[config.mk]
export PLATFORM = sky130hd
export DESIGN_NAME = bcd_stopwatch_flat
export DESIGN_NICKNAME = d
export VERILOG_FILES = /design/src/rtl/bcd_stopwatch_if.sv /design/src/rtl/bcd_stopwatch.sv /design/src/flat_wrapper.sv
export SDC_FILE = /design/constraint.sdc
export NUM_CORES = 1
export LEC_CHECK = 0
export ABC_CLOCK_PERIOD_IN_PS = 2200
export BUFFER_PORTS_ARGS = -buffer_cell sky130_fd_sc_hd__buf_4
export CAP_MARGIN = 20
export CORE_AREA = 8 8 99 101
export CTS_CLUSTER_SIZE = 8
export DETAILED_ROUTE_END_ITERATION = 10
export DIE_AREA = 0 0 107 109
export PLACE_DENSITY = 0.4
export SLEW_MARGIN = 20
export SYNTH_ARGS = -nofsm -noshare
export SYNTH_HDL_FRONTEND = slang
export SYNTH_SLANG_ARGS = --single-unit
[constraint.sdc]
create_clock -name clk -period 2.2 [get_ports clk]
set_clock_uncertainty 0.1 [all_clocks]
set_input_delay 0.44 -clock clk [delete_from_list [all_inputs] [get_ports clk]]
set_output_delay 0.44 -clock clk [all_outputs]
set_load 0.01 [all_outputs]
[src/rtl/bcd_stopwatch_if.sv]
`default_nettype none
// ============================================================================
//  Module      : bcd_stopwatch_if
//  Description : Bundle of the stopwatch control inputs and display outputs.
//                master = the side that drives the timebase and buttons and
//                         reads the digits (board glue or testbench).
//                slave  = the stopwatch core.
//  Signals     : tick_in    - divided clock from the divider stage (async level)
//                start_stop - debounced run/pause button
//                clear      - debounced clear button
//                lap        - debounced lap button
//                sec_ones, sec_tens, min_ones, min_tens - BCD digits
//                running    - stopwatch is counting
//                wrap       - one-cycle pulse on 59:59 -> 00:00
//                lap_hold   - display is frozen on the lap register
//  Revision    : 1.0 - initial release
// ============================================================================
interface bcd_stopwatch_if;
  logic       tick_in;
  logic       start_stop;
  logic       clear;
  logic       lap;
  logic [3:0] sec_ones;
  logic [3:0] sec_tens;
  logic [3:0] min_ones;
  logic [3:0] min_tens;
  logic       running;
  logic       wrap;
  logic       lap_hold;

  modport master (
    output tick_in, start_stop, clear, lap,
    input  sec_ones, sec_tens, min_ones, min_tens, running, wrap, lap_hold
  );

  modport slave (
    input  tick_in, start_stop, clear, lap,
    output sec_ones, sec_tens, min_ones, min_tens, running, wrap, lap_hold
  );
endinterface
`default_nettype wire

[src/rtl/bcd_stopwatch.sv]
`default_nettype none
// ============================================================================
//  Module      : bcd_stopwatch
//  Description : MM:SS stopwatch driven by an asynchronous divided-clock
//                timebase. Rising edges of tick_in are synchronised, optionally
//                prescaled, and advance a four-digit BCD count that wraps at
//                59:59. Run/pause/clear control via debounced buttons.
//  Parameters  : SYNC_STAGES     - tick_in synchroniser depth (2..4)
//                TICKS_PER_COUNT - tick_in edges per count increment (1..1023)
//  Ports       : clk - system clock, rising edge
//                rst - asynchronous reset, active low
//                sw  - bcd_stopwatch_if.slave (timebase, buttons, display)
//  Options     : BCD_STOPWATCH_LAP_EN - when defined, the lap button freezes
//                the display on a captured lap value while the count runs on.
//                When undefined, lap is ignored and lap_hold is tied low.
//  Revision    : 1.0 - initial release
// ============================================================================
module bcd_stopwatch #(
  parameter int SYNC_STAGES     = 2,
  parameter int TICKS_PER_COUNT = 1
) (
  input  logic           clk,
  input  logic           rst,
  bcd_stopwatch_if.slave sw
);

  localparam logic [1:0] c_ST_IDLE  = 2'd0;
  localparam logic [1:0] c_ST_RUN   = 2'd1;
  localparam logic [1:0] c_ST_PAUSE = 2'd2;

  localparam logic [9:0] c_PRESCALE_LAST = 10'(TICKS_PER_COUNT - 1);

  // --------------------------------------------------------------------------
  // Timebase synchroniser and rising-edge detector
  // --------------------------------------------------------------------------
  logic [SYNC_STAGES-1:0] r_tick_sync;
  logic                   r_tick_prev;
  logic                   w_tick_edge;

  always_ff @(posedge clk or negedge rst) begin
    if (!rst) begin
      r_tick_sync <= '0;
      r_tick_prev <= 1'b0;
    end else begin
      r_tick_sync <= {r_tick_sync[SYNC_STAGES-2:0], sw.tick_in};
      r_tick_prev <= r_tick_sync[SYNC_STAGES-1];
    end
  end

  assign w_tick_edge = r_tick_sync[SYNC_STAGES-1] & ~r_tick_prev;

  // --------------------------------------------------------------------------
  // Button edge detectors: one capture register plus one history register,
  // so a held button yields a single edge.
  // --------------------------------------------------------------------------
  logic r_ss_q;
  logic r_ss_prev;
  logic r_clr_q;
  logic r_clr_prev;
  logic w_ss_edge;
  logic w_clr_edge;

  always_ff @(posedge clk or negedge rst) begin
    if (!rst) begin
      r_ss_q     <= 1'b0;
      r_ss_prev  <= 1'b0;
      r_clr_q    <= 1'b0;
      r_clr_prev <= 1'b0;
    end else begin
      r_ss_q     <= sw.start_stop;
      r_ss_prev  <= r_ss_q;
      r_clr_q    <= sw.clear;
      r_clr_prev <= r_clr_q;
    end
  end

  assign w_ss_edge  = r_ss_q & ~r_ss_prev;
  assign w_clr_edge = r_clr_q & ~r_clr_prev;

  // --------------------------------------------------------------------------
  // Control FSM: state register / next-state logic / output logic
  // --------------------------------------------------------------------------
  logic [1:0] r_state;
  logic [1:0] w_state_next;
  logic       r_running;
  logic       w_running_next;
  logic       w_count_en;

  always_ff @(posedge clk or negedge rst) begin
    if (!rst) begin
      r_state <= c_ST_IDLE;
    end else begin
      r_state <= w_state_next;
    end
  end

  // Clear outranks start_stop; both outrank the timebase.
  always_comb begin
    w_state_next = r_state;
    if (w_clr_edge) begin
      w_state_next = c_ST_IDLE;
    end else if (w_ss_edge) begin
      case (r_state)
        c_ST_IDLE:  w_state_next = c_ST_RUN;
        c_ST_RUN:   w_state_next = c_ST_PAUSE;
        c_ST_PAUSE: w_state_next = c_ST_RUN;
        default:    w_state_next = c_ST_IDLE;
      endcase
    end
  end

  // A tick is only honoured in RUN and only when no button edge lands in the
  // same cycle; a tick arriving alongside a pause or resume is dropped.
  always_comb begin
    w_running_next = (w_state_next == c_ST_RUN);
    w_count_en     = (r_state == c_ST_RUN) & w_tick_edge & ~w_clr_edge & ~w_ss_edge;
  end

  always_ff @(posedge clk or negedge rst) begin
    if (!rst) begin
      r_running <= 1'b0;
    end else begin
      r_running <= w_running_next;
    end
  end

  // --------------------------------------------------------------------------
  // Tick prescaler
  // --------------------------------------------------------------------------
  logic [9:0] r_prescale;
  logic       w_inc;

  assign w_inc = w_count_en & (r_prescale == c_PRESCALE_LAST);

  always_ff @(posedge clk or negedge rst) begin
    if (!rst) begin
      r_prescale <= 10'd0;
    end else if (w_clr_edge) begin
      r_prescale <= 10'd0;
    end else if (w_count_en) begin
      if (r_prescale == c_PRESCALE_LAST) begin
        r_prescale <= 10'd0;
      end else begin
        r_prescale <= r_prescale + 10'd1;
      end
    end
  end

  // --------------------------------------------------------------------------
  // BCD count cascade. Digits only ever step from a legal value, so they can
  // never leave their BCD ranges.
  // --------------------------------------------------------------------------
  logic [3:0] r_sec_ones;
  logic [3:0] r_sec_tens;
  logic [3:0] r_min_ones;
  logic [3:0] r_min_tens;
  logic       r_wrap;
  logic       w_so_max;
  logic       w_st_max;
  logic       w_mo_max;
  logic       w_mt_max;

  assign w_so_max = (r_sec_ones == 4'd9);
  assign w_st_max = (r_sec_tens == 4'd5);
  assign w_mo_max = (r_min_ones == 4'd9);
  assign w_mt_max = (r_min_tens == 4'd5);

  always_ff @(posedge clk or negedge rst) begin
    if (!rst) begin
      r_sec_ones <= 4'd0;
      r_sec_tens <= 4'd0;
      r_min_ones <= 4'd0;
      r_min_tens <= 4'd0;
    end else if (w_clr_edge) begin
      r_sec_ones <= 4'd0;
      r_sec_tens <= 4'd0;
      r_min_ones <= 4'd0;
      r_min_tens <= 4'd0;
    end else if (w_inc) begin
      if (!w_so_max) begin
        r_sec_ones <= r_sec_ones + 4'd1;
      end else begin
        r_sec_ones <= 4'd0;
        if (!w_st_max) begin
          r_sec_tens <= r_sec_tens + 4'd1;
        end else begin
          r_sec_tens <= 4'd0;
          if (!w_mo_max) begin
            r_min_ones <= r_min_ones + 4'd1;
          end else begin
            r_min_ones <= 4'd0;
            if (!w_mt_max) begin
              r_min_tens <= r_min_tens + 4'd1;
            end else begin
              r_min_tens <= 4'd0;
            end
          end
        end
      end
    end
  end

  // Pulses on the same edge the digits roll to 00:00, drops on the next.
  always_ff @(posedge clk or negedge rst) begin
    if (!rst) begin
      r_wrap <= 1'b0;
    end else begin
      r_wrap <= w_inc & w_so_max & w_st_max & w_mo_max & w_mt_max;
    end
  end

  assign sw.running = r_running;
  assign sw.wrap    = r_wrap;

  // --------------------------------------------------------------------------
  // Lap freeze
  // --------------------------------------------------------------------------
`ifdef BCD_STOPWATCH_LAP_EN
  logic       r_lap_q;
  logic       r_lap_prev;
  logic       w_lap_edge;
  logic       r_lap_hold;
  logic [3:0] r_lap_sec_ones;
  logic [3:0] r_lap_sec_tens;
  logic [3:0] r_lap_min_ones;
  logic [3:0] r_lap_min_tens;

  always_ff @(posedge clk or negedge rst) begin
    if (!rst) begin
      r_lap_q    <= 1'b0;
      r_lap_prev <= 1'b0;
    end else begin
      r_lap_q    <= sw.lap;
      r_lap_prev <= r_lap_q;
    end
  end

  assign w_lap_edge = r_lap_q & ~r_lap_prev;

  // First lap edge snapshots the live count (value before any increment in
  // the same cycle); the next lap edge releases the display.
  always_ff @(posedge clk or negedge rst) begin
    if (!rst) begin
      r_lap_hold     <= 1'b0;
      r_lap_sec_ones <= 4'd0;
      r_lap_sec_tens <= 4'd0;
      r_lap_min_ones <= 4'd0;
      r_lap_min_tens <= 4'd0;
    end else if (w_clr_edge) begin
      r_lap_hold <= 1'b0;
    end else if (w_lap_edge && (r_state != c_ST_IDLE)) begin
      if (r_lap_hold) begin
        r_lap_hold <= 1'b0;
      end else begin
        r_lap_hold     <= 1'b1;
        r_lap_sec_ones <= r_sec_ones;
        r_lap_sec_tens <= r_sec_tens;
        r_lap_min_ones <= r_min_ones;
        r_lap_min_tens <= r_min_tens;
      end
    end
  end

  assign sw.sec_ones = r_lap_hold ? r_lap_sec_ones : r_sec_ones;
  assign sw.sec_tens = r_lap_hold ? r_lap_sec_tens : r_sec_tens;
  assign sw.min_ones = r_lap_hold ? r_lap_min_ones : r_min_ones;
  assign sw.min_tens = r_lap_hold ? r_lap_min_tens : r_min_tens;
  assign sw.lap_hold = r_lap_hold;
`else
  logic w_lap_unused;

  assign w_lap_unused = sw.lap;
  assign sw.sec_ones  = r_sec_ones;
  assign sw.sec_tens  = r_sec_tens;
  assign sw.min_ones  = r_min_ones;
  assign sw.min_tens  = r_min_tens;
  assign sw.lap_hold  = 1'b0;
`endif

endmodule
`default_nettype wire

[src/flat_wrapper.sv]
// flat-port wrapper written by rule: the top's interface ports become plain ports
module bcd_stopwatch_flat 
#(
  parameter int SYNC_STAGES     = 2,
  parameter int TICKS_PER_COUNT = 1
)
  (clk, rst, sw_tick_in, sw_start_stop, sw_clear, sw_lap, sw_sec_ones, sw_sec_tens, sw_min_ones, sw_min_tens, sw_running, sw_wrap, sw_lap_hold);
  bcd_stopwatch_if sw_i ();
  input  logic clk;
  input  logic rst;
  input wire logic [$bits(sw_i.tick_in)-1:0] sw_tick_in;
  input wire logic [$bits(sw_i.start_stop)-1:0] sw_start_stop;
  input wire logic [$bits(sw_i.clear)-1:0] sw_clear;
  input wire logic [$bits(sw_i.lap)-1:0] sw_lap;
  output wire logic [$bits(sw_i.sec_ones)-1:0] sw_sec_ones;
  output wire logic [$bits(sw_i.sec_tens)-1:0] sw_sec_tens;
  output wire logic [$bits(sw_i.min_ones)-1:0] sw_min_ones;
  output wire logic [$bits(sw_i.min_tens)-1:0] sw_min_tens;
  output wire logic [$bits(sw_i.running)-1:0] sw_running;
  output wire logic [$bits(sw_i.wrap)-1:0] sw_wrap;
  output wire logic [$bits(sw_i.lap_hold)-1:0] sw_lap_hold;
  assign sw_i.tick_in = sw_tick_in;
  assign sw_i.start_stop = sw_start_stop;
  assign sw_i.clear = sw_clear;
  assign sw_i.lap = sw_lap;
  assign sw_sec_ones = sw_i.sec_ones;
  assign sw_sec_tens = sw_i.sec_tens;
  assign sw_min_ones = sw_i.min_ones;
  assign sw_min_tens = sw_i.min_tens;
  assign sw_running = sw_i.running;
  assign sw_wrap = sw_i.wrap;
  assign sw_lap_hold = sw_i.lap_hold;
  bcd_stopwatch #(.SYNC_STAGES(SYNC_STAGES), .TICKS_PER_COUNT(TICKS_PER_COUNT)) u_core (.clk(clk), .rst(rst), .sw(sw_i));
endmodule
# After elaboration in Yosys (flattened, before gate mapping)
# Cells that the tools add are included.
dict set report totals {
  regBits 37
  latchBits 0
  mem_bits_rw 0
  mem_bits_ro 0
  in_bits 6
  out_inout_bits 19
  elab_cells 77
  mem_count 0
}
dict set report op_classes {
  n_addsub 5
  mul 0
  div_mod_pow 0
  n_lt_le_gt_ge 0
  n_eq_ne 7
  n_shift 0
  muxes 24
  bitwise 16
  n_reduce_logical 11
}
# cell n
set ops {}
lappend ops {{$mux 4} 18}
lappend ops {{$mux 10} 3}
lappend ops {{$add 4x1->4 const B} 4}
lappend ops {{$and 1x1->1} 11}
lappend ops {{$add 10x1->10 const B} 1}
lappend ops {{$logic_not 10->1} 1}
lappend ops {{$reduce_bool 2->1} 5}
lappend ops {{$eq 4x3->1 const B} 2}
lappend ops {{$eq 4x4->1 const B} 2}
lappend ops {{$not 1->1} 5}
lappend ops {{$eq 2x1->1 const B} 2}
lappend ops {{$mux 2} 2}
lappend ops {{$pmux 2 s2} 1}
lappend ops {{$reduce_and 4->1} 1}
lappend ops {{$reduce_and 3->1} 1}
lappend ops {{$eq 2x2->1 const B} 1}
lappend ops {{$logic_not 2->1} 1}
lappend ops {{$reduce_and 2->1} 1}
lappend ops {{$reduce_or 2->1} 1}

# Logic depth before layout (Yosys ltp)
# Gate-level depths: netlist (run 1).
dict set report depth {
  ltp_word 10
  depth_mapped 7
}

# Worst setup path after synthesis (run 1)
# Ideal clock, no wire load.
dict set report synth_timing {
  path_type {reg2reg}
  start {register u_core.r_prescale[0]}
  end {register u_core.r_prescale[3]}
  arrival_time_ns 1.660
  t_required_ns 2.022
  setup_slack_ns 0.362
  stages_incl_launch_ff 8
  path_buffers 1
  period_less_slack_ns 1.838
  path_cell_list {dfrtp_1 -> inv_1 -> ha_1 -> nor2b_1 -> and3_1 -> buf_2 -> or4_1 -> a21oi_1}
}
dict set report synth_between {
  elab_chain_cells 4
}
# item line
set synth_rtl {}
lappend synth_rtl {{start: declaration} bcd_stopwatch.sv:130} ;# logic [9:0] r_prescale;
lappend synth_rtl {{start signal: assignment} bcd_stopwatch.sv:144} ;# r_prescale <= r_prescale + 10'd1;
lappend synth_rtl {{$add 10x1->10 / $logic_not 10->1 (equally long branches)} {bcd_stopwatch.sv:144, bcd_stopwatch.sv:141}}
lappend synth_rtl {{$mux 10 *} bcd_stopwatch.sv:141} ;# if (r_prescale == c_PRESCALE_LAST) begin
lappend synth_rtl {{$mux 10 *} bcd_stopwatch.sv:140} ;# end else if (w_count_en) begin
lappend synth_rtl {{$mux 10 *} bcd_stopwatch.sv:138} ;# end else if (w_clr_edge) begin
# Mark *: on every way between the ends. The rest lies on a longest branch, timed or not. The select of a mux whose other input is x is not followed.
# A chain may end at the register's enable or synchronous reset.

# Final worst setup path (run 1)
dict set report layout_timing {
  start {register u_core.r_prescale[0]}
  end {register u_core.r_sec_ones[0] (netlist: u_core.sw.sec_ones[0])}
}
dict set report layout_between {
  elab_chain_cells 3
}
# item line
set layout_rtl {}
lappend layout_rtl {{$logic_not 10->1} bcd_stopwatch.sv:133} ;# assign w_inc = w_count_en & (r_prescale == c_PRESCALE_LAST);
lappend layout_rtl {{$and 1x1->1} bcd_stopwatch.sv:133}
lappend layout_rtl {{$reduce_bool 2->1 (no line)} n/a}
lappend layout_rtl {{end signal: assignment} bcd_stopwatch.sv:181} ;# r_sec_ones <= r_sec_ones + 4'd1;
lappend layout_rtl {{end: declaration} bcd_stopwatch.sv:153} ;# logic [3:0] r_sec_ones;
# No other way between the ends.

==> impl_metrics.py, run 1 <==
metrics = {
    "finish": {
        "final_layout_size_suffix_gt1_share_pct": 21.5,
        "syn_to_final_growth_pct": 25.9,
        "fin_area_sq_mm": 0.00253,
        "antenna_cells": 0,
        "multiInputGateArea_sq_mm": 0.00102,
        "layout.nets": 261,
        "final_common_cell": "buf_4",
        "fillers": 894,
        "seqCellArea_sq_um": 926,
        "layout_common_cells": "41 x buf_4, 37 x dfrtp_1, 16 x nand2_1",
    },
    "synthesis": {
        "yosys_warnings": 0,
        "ys_ff_latch": 37,
        "avgSynthCellArea_sq_um": 9.76,
        "syn_area_sq_mm": 0.00201,
        "yosysTopAreaCell": "dfrtp_1",
        "ys_seq_area_share_pct": 46.0,
        "synth.net_count": 222,
        "synth.distinct_cells": 43,
        "synth_top_area_share_pct": 46.0,
        "yosys-top-cells-area": "dfrtp_1 46%, ha_1 6.2%, a21oi_1 3.5%, nand2_1 3.0%, xnor2_1 2.6%",
        "syn_inst": 206,
    },
    "timing": {
        "finalHoldViolCount": 0,
        "slew_violations": 0,
        "holdWs_ps": 8.25,
        "fin_crit_ps": 1980,
        "finalCritPeriodShare_pct": 90.1,
        "fmax_mhz": 505,
        "setup_ws_ps": 219,
        "tns_ps": 0,
        "setup_viol": 0,
        "rsz0062_at_grt": "false",
    },
    "worst_setup_path": {
        "end_kind": "register",
        "startpoint_type": "register",
        "cp_data_arrival_time_ps": 2100,
        "path_max_fanout": 8,
        "critPathRequiredTime_ps": 2320,
        "regToRegStartpoint": "u_core.r_prescale[0]$_DFFE_PN0P_",
        "reg2regPathDepth": 7,
        "r2r_end": "u_core.sw.sec_ones[0]$_DFFE_PN0P_",
        "r2r_slack_ps": 220,
        "path_class": "reg2reg",
    },
    "drt": {
        "drcViolationCount": 0,
        "drt_iter0_markers": 70,
        "ant_nets": 0,
        "first_pass_iters": 4,
        "num_vias": 1684,
        "wirelength_mm": 5.22,
        "viasPerCell": 4.76,
        "wl_per_cell_um": 14.7,
    },
    "global_route": {
        "overflow": 0,
        "gr-usage-all-layers_pct": 9.59,
        "grt_max_degree": 38,
        "grt_pass1_wl_mm": 8.93,
        "antenna_found_initial": 0,
        "first_global_vias": 1747,
    },
    "floorplan": {
        "die_area_sq_mm": 0.0117,
        "start_util_pct": 24.0,
        "chipHeight_um": 109,
        "die_x_um": 107,
        "core_area_sq_mm": 0.00838,
        "row_count": 34,
        "pin_count": 25,
    },
    "clock_tree": {
        "cts_buffers": 5,
        "clockBufferDepth": 2,
        "clk_latency_ps": 290,
        "clkSlewWorstSetupHoldPaths_ps": 80,
        "htreeDepth": 2,
        "cts_tree": "yes",
        "cts.sinks": 37,
        "cts_hold_buf": 0,
        "cts_root_buffer": "clkbuf_8",
    },
    "power_and_ir_drop": {
        "worst_ir_drop_vdd_mv": 0.286,
        "p_total_uw": 1540,
        "powerDensity_mw_per_mm2": 609,
        "p_leak_uw": 0.00110,
    },
    "job": {
        "drv_cap": 0,
    },
    "placement": {
        "routabilityCongestion": 0.701,
        "dp_hpwl_mm": 3.82,
        "place_area_sq_mm": 0.00241,
        "port_buffers": 22,
        "post-place-ws_ps": 194,
    },
    "status": {
        "status": "finished clean",
    },
    "min_path": {
        "min_path_type": "in2async",
    },
}
## cell families (layout without fill, tap and decap cells)
group           count (synthesis)  after routing  synth area share [%]
xor+xnor                        6              6                  2.61
fa+ha+maj                      10             10                  6.22
simple gates                   93             93                  27.8
mux                             2              2                 0.996
flops                          37             37                  46.0
other cells                     1              1                 0.187
compound gates                 41             41                  12.9
buf+inv                        16             56                  3.30
## cell type report
cell class / count / share of cell area [%]
inverter: 7 / 1.04
multi-input combinational: 153 / 40.3
timing repair buffer: 41 / 12.2
tap: 108 / 5.34
sequential: 37 / 36.6
clock buffer: 7 / 3.41
clock inverter: 1 / 1.19
## repair_timing
item	CTS	global route
setup buffers	0	0
resized for setup	0	1
endpoints found under the setup margin	0	1
## worst max-delay path by stage
stage	start	endpoint	cells after the start
floorplan	u_core.r_prescale[0]$_DFFE_PN0P_	u_core.r_prescale[3]$_DFFE_PN0P_	7
global placement	u_core.r_prescale[3]$_DFFE_PN0P_	u_core.sw.min_ones[3]$_DFFE_PN0P_	4
detailed placement	u_core.r_prescale[0]$_DFFE_PN0P_	u_core.sw.min_ones[3]$_DFFE_PN0P_	6
CTS	u_core.r_prescale[0]$_DFFE_PN0P_	u_core.sw.min_ones[3]$_DFFE_PN0P_	6
global route	u_core.sw.sec_ones[1]$_DFFE_PN0P_	u_core.sw.sec_tens[2]$_DFFE_PN0P_	6
finish	u_core.r_prescale[0]$_DFFE_PN0P_	u_core.sw.sec_ones[0]$_DFFE_PN0P_	7
## power breakdown
part	internal [uW]	switching, uW	leakage [uW]
registers	704	18.9	0.000497
logic	76.8	115	0.000549
clock network	370	257	0.0000585
total	1150	391	0.00110
## registers in the layout (all words and copies together) (netlist names)
register	flops
u_core.r_ss_prev	1
u_core.r_state	2
u_core.r_clr_q	1
u_core.sw.min_tens	4
u_core.sw.sec_ones	4
u_core.r_prescale	10
u_core.r_ss_q	1
u_core.sw.sec_tens	4
u_core.r_clr_prev	1
u_core.sw.min_ones	4
u_core.r_tick_prev	1
u_core.r_tick_sync	2
u_core.sw.running	1
u_core.sw.wrap	1
## cell usage after synthesis (all sizes together)
cell type,count
nor4b,1
inv,7
o22ai,1
clkbuf,6
or2,1
ha,10
and4bb,1
and4,2
o21a,1
mux2i,2
or3,6
nand2b,2
a211oi,1
dfrtp,37
or4,6
nand2,16
nor3b,1
nand3,11
conb,1
nand4,6
nor2,12
and3b,4
o311ai,4
nor4,5
o21ai,10
o31ai,4
and2,1
a21oi,14
nor3,7
buf,3
o41ai,3
nor2b,3
and3,2
nand4bb,1
nand3b,5
a41oi,2
a211o,1
xnor2,6
## critical path: stages (launching register included)
cell,delay [ps]
dfrtp_1,430
inv_1,80
ha_1,130
nor2b_1,250
nand3_2,110
buf_4,190
or4_1,470
a21oi_1,160
## stage by stage
stage          utilization (%)  cells
2_1_floorplan                -    206
3_3_place_gp              28.8    346
3_5_place_dp              28.8    346
4_1_cts                   30.2    354
5_1_grt                   30.2    354
6_report                  30.2    354
## per-layer routing
layer | GRT usage (%) | routed length [um] | up-vias
met1 | 12.1 | 2460 | 816
met5 | 0 | 0 | -
met2 | 15.8 | 2510 | 23
met3 | 2.42 | 197 | 4
li1 | - | - | 841
met4 | 3.02 | 48 | 0
Note: power is estimated with default switching activity, not from simulation.
==> run 2, diff against run 1 <==
BUFFER_PORTS_ARGS = default   (was -buffer_cell sky130_fd_sc_hd__buf_4)
DONT_BUFFER_PORTS = 1   (was default)
PLACE_DENSITY = 0.38   (was 0.4)
==> impl_metrics.py, run 2 (synthesized netlist as in run 1, its figures left out) <==
metrics = {
    "worst_setup_path": {
        "startpoint_type": "register",
        "end_kind": "register",
        "path_class": "reg2reg",
        "critPathRequiredTime_ps": 2320,
        "cp_data_arrival_time_ps": 2100,
        "startpoint": "u_core.r_prescale[0]$_DFFE_PN0P_",
        "path_max_fanout": 5,
        "setup.worst_path.end": "u_core.r_prescale[2]$_DFFE_PN0P_",
        "reg2regPathDepth": 8,
        "r2r_slack_ps": 220,
        "r2r_end": "u_core.r_prescale[2]$_DFFE_PN0P_",
        "regToRegStartpoint": "u_core.r_prescale[0]$_DFFE_PN0P_",
    },
    "timing": {
        "slew_violations": 0,
        "finalHoldViolCount": 0,
        "relSlewSlack_pct": 63.6,
        "fmax_mhz": 506,
        "finalCritPeriodShare_pct": 89.9,
        "fin_crit_ps": 1980,
        "rsz0062_at_grt": "false",
        "tns_ps": 0,
        "setup_viol": 0,
        "tightest_slew_ps": 545,
    },
    "drt": {
        "ant_nets": 0,
        "num_vias": 1619,
        "drt_iter0_markers": 87,
        "viasPerCell": 4.82,
        "wl_per_cell_um": 16.1,
        "first_pass_iters": 4,
        "drcViolationCount": 0,
        "wirelength_mm": 5.40,
    },
    "clock_tree": {
        "cts_setup_buffers": 0,
        "clkSlewWorstSetupHoldPaths_ps": 80,
        "cts_root_buffer": "clkbuf_8",
        "cts.sinks": 37,
        "htreeDepth": 2,
        "clk_latency_ps": 290,
        "clockBufferDepth": 2,
        "cts_buffers": 5,
        "cts_tree": "yes",
    },
    "global_route": {
        "grt_max_degree": 38,
        "antenna_found_initial": 0,
        "first_global_vias": 1661,
        "overflow": 0,
        "grt_pass1_wl_mm": 9.00,
        "gr-usage-all-layers_pct": 9.81,
    },
    "min_path": {
        "min_path_type": "in2reg",
        "hold_start": "sw_start_stop",
    },
    "finish": {
        "top_register": "u_core.r_prescale",
        "layout_common_cells": "37 x dfrtp_1, 21 x buf_4, 16 x nand2_1",
        "final_common_cell": "dfrtp_1",
        "syn_to_final_growth_pct": 20.0,
        "layout.nets": 243,
        "fin_area_sq_mm": 0.00241,
        "final_layout_size_suffix_gt1_share_pct": 14.9,
        "largest_reg_flops": 10,
        "antenna_cells": 0,
        "multiInputGateArea_sq_mm": 0.00102,
        "fillers": 857,
        "seqCellArea_sq_um": 926,
    },
    "floorplan": {
        "pin_count": 25,
        "start_util_pct": 24.0,
        "die_x_um": 107,
        "row_count": 34,
        "die_area_sq_mm": 0.0117,
        "core_area_sq_mm": 0.00838,
        "chipHeight_um": 109,
    },
    "placement": {
        "dp_hpwl_mm": 3.85,
        "routabilityCongestion": 0.757,
        "port_buffers": 0,
        "place_area_sq_mm": 0.00226,
    },
    "power_and_ir_drop": {
        "p_leak_uw": 0.00101,
        "powerDensity_mw_per_mm2": 641,
        "p_total_uw": 1550,
        "worst_ir_drop_vdd_mv": 0.274,
    },
    "job": {
        "drv_cap": 0,
    },
    "status": {
        "status": "finished clean",
    },
}
[run 2: cell count changes in the layout (fill, tap and decap cells not counted)]
cell / delta
and3_1: +1
clkinvlp_4: +1
dlygate4sd3_1: +1
buf_4: -20
clkbuf_1: -1
buf_12: +1
and3_2: -1
[run 2: stage by stage]
stage | cells | hold slack (ps) | setup WS [ps] | util (%)
final | 336 | 65.5 | 222 | 28.8
after global routing | 336 | 50.5 | 33.9 | 28.8
after CTS | 336 | 53.6 | 206 | 28.8
after detailed placement | 326 | 46.9 | 234 | 27.0
after global placement | 326 | 46.5 | 226 | 27.0
after floorplan | 206 | 44.4 | 362 | -
[run 2: power by group]
part	leakage [uW]	internal, uW	switching (uW)
combinational	0.000456	71.0	113
sequential	0.000497	704	21.4
clock	0.0000574	369	268
total	0.00101	1140	403
[run 2: worst min-delay path by stage]
stage	end	cells past startpoint	slack (ps)
2_1_floorplan	u_core.r_clr_prev$_DFF_PN0_	0	40
3_3_place_gp	u_core.sw.min_tens[2]$_DFFE_PN0P_	0	50
3_5_place_dp	u_core.sw.min_tens[2]$_DFFE_PN0P_	0	50
4_1_cts	u_core.r_ss_q$_DFF_PN0_	0	50
5_1_grt	u_core.r_ss_q$_DFF_PN0_	0	50
6_report	u_core.r_ss_q$_DFF_PN0_	0	70
[run 2: final cells by class]
cell class	count	area share, %
multi-input combinational	153	42.2
clock inverter	2	1.56
tap	108	5.60
timing repair buffer	23	7.78
sequential	37	38.4
inverter	7	1.09
clock buffer	6	3.42
[run 2: what timing repair did]
action                                 4_1_cts  5_1_grt
hold buffers                                 2        0
endpoints found under the hold margin       37        0
gates resized for setup                      0        0
[run 2: metal layers]
layer	track usage, %	wire, um	up-vias
li1	-	-	800
met1	12.3	2560	787
met2	16.1	2560	27
met3	2.72	229	5
met4	3.02	53	0
met5	0	0	-
[run 2: worst max-delay path, cell delays in order (launching register included)]
cell and delay [ps]:
dfrtp_1 420, inv_1 60, ha_1 180, nor2b_1 140
buf_4 140, and3_1 220, buf_4 170, or3_1 350
a21oi_1 120
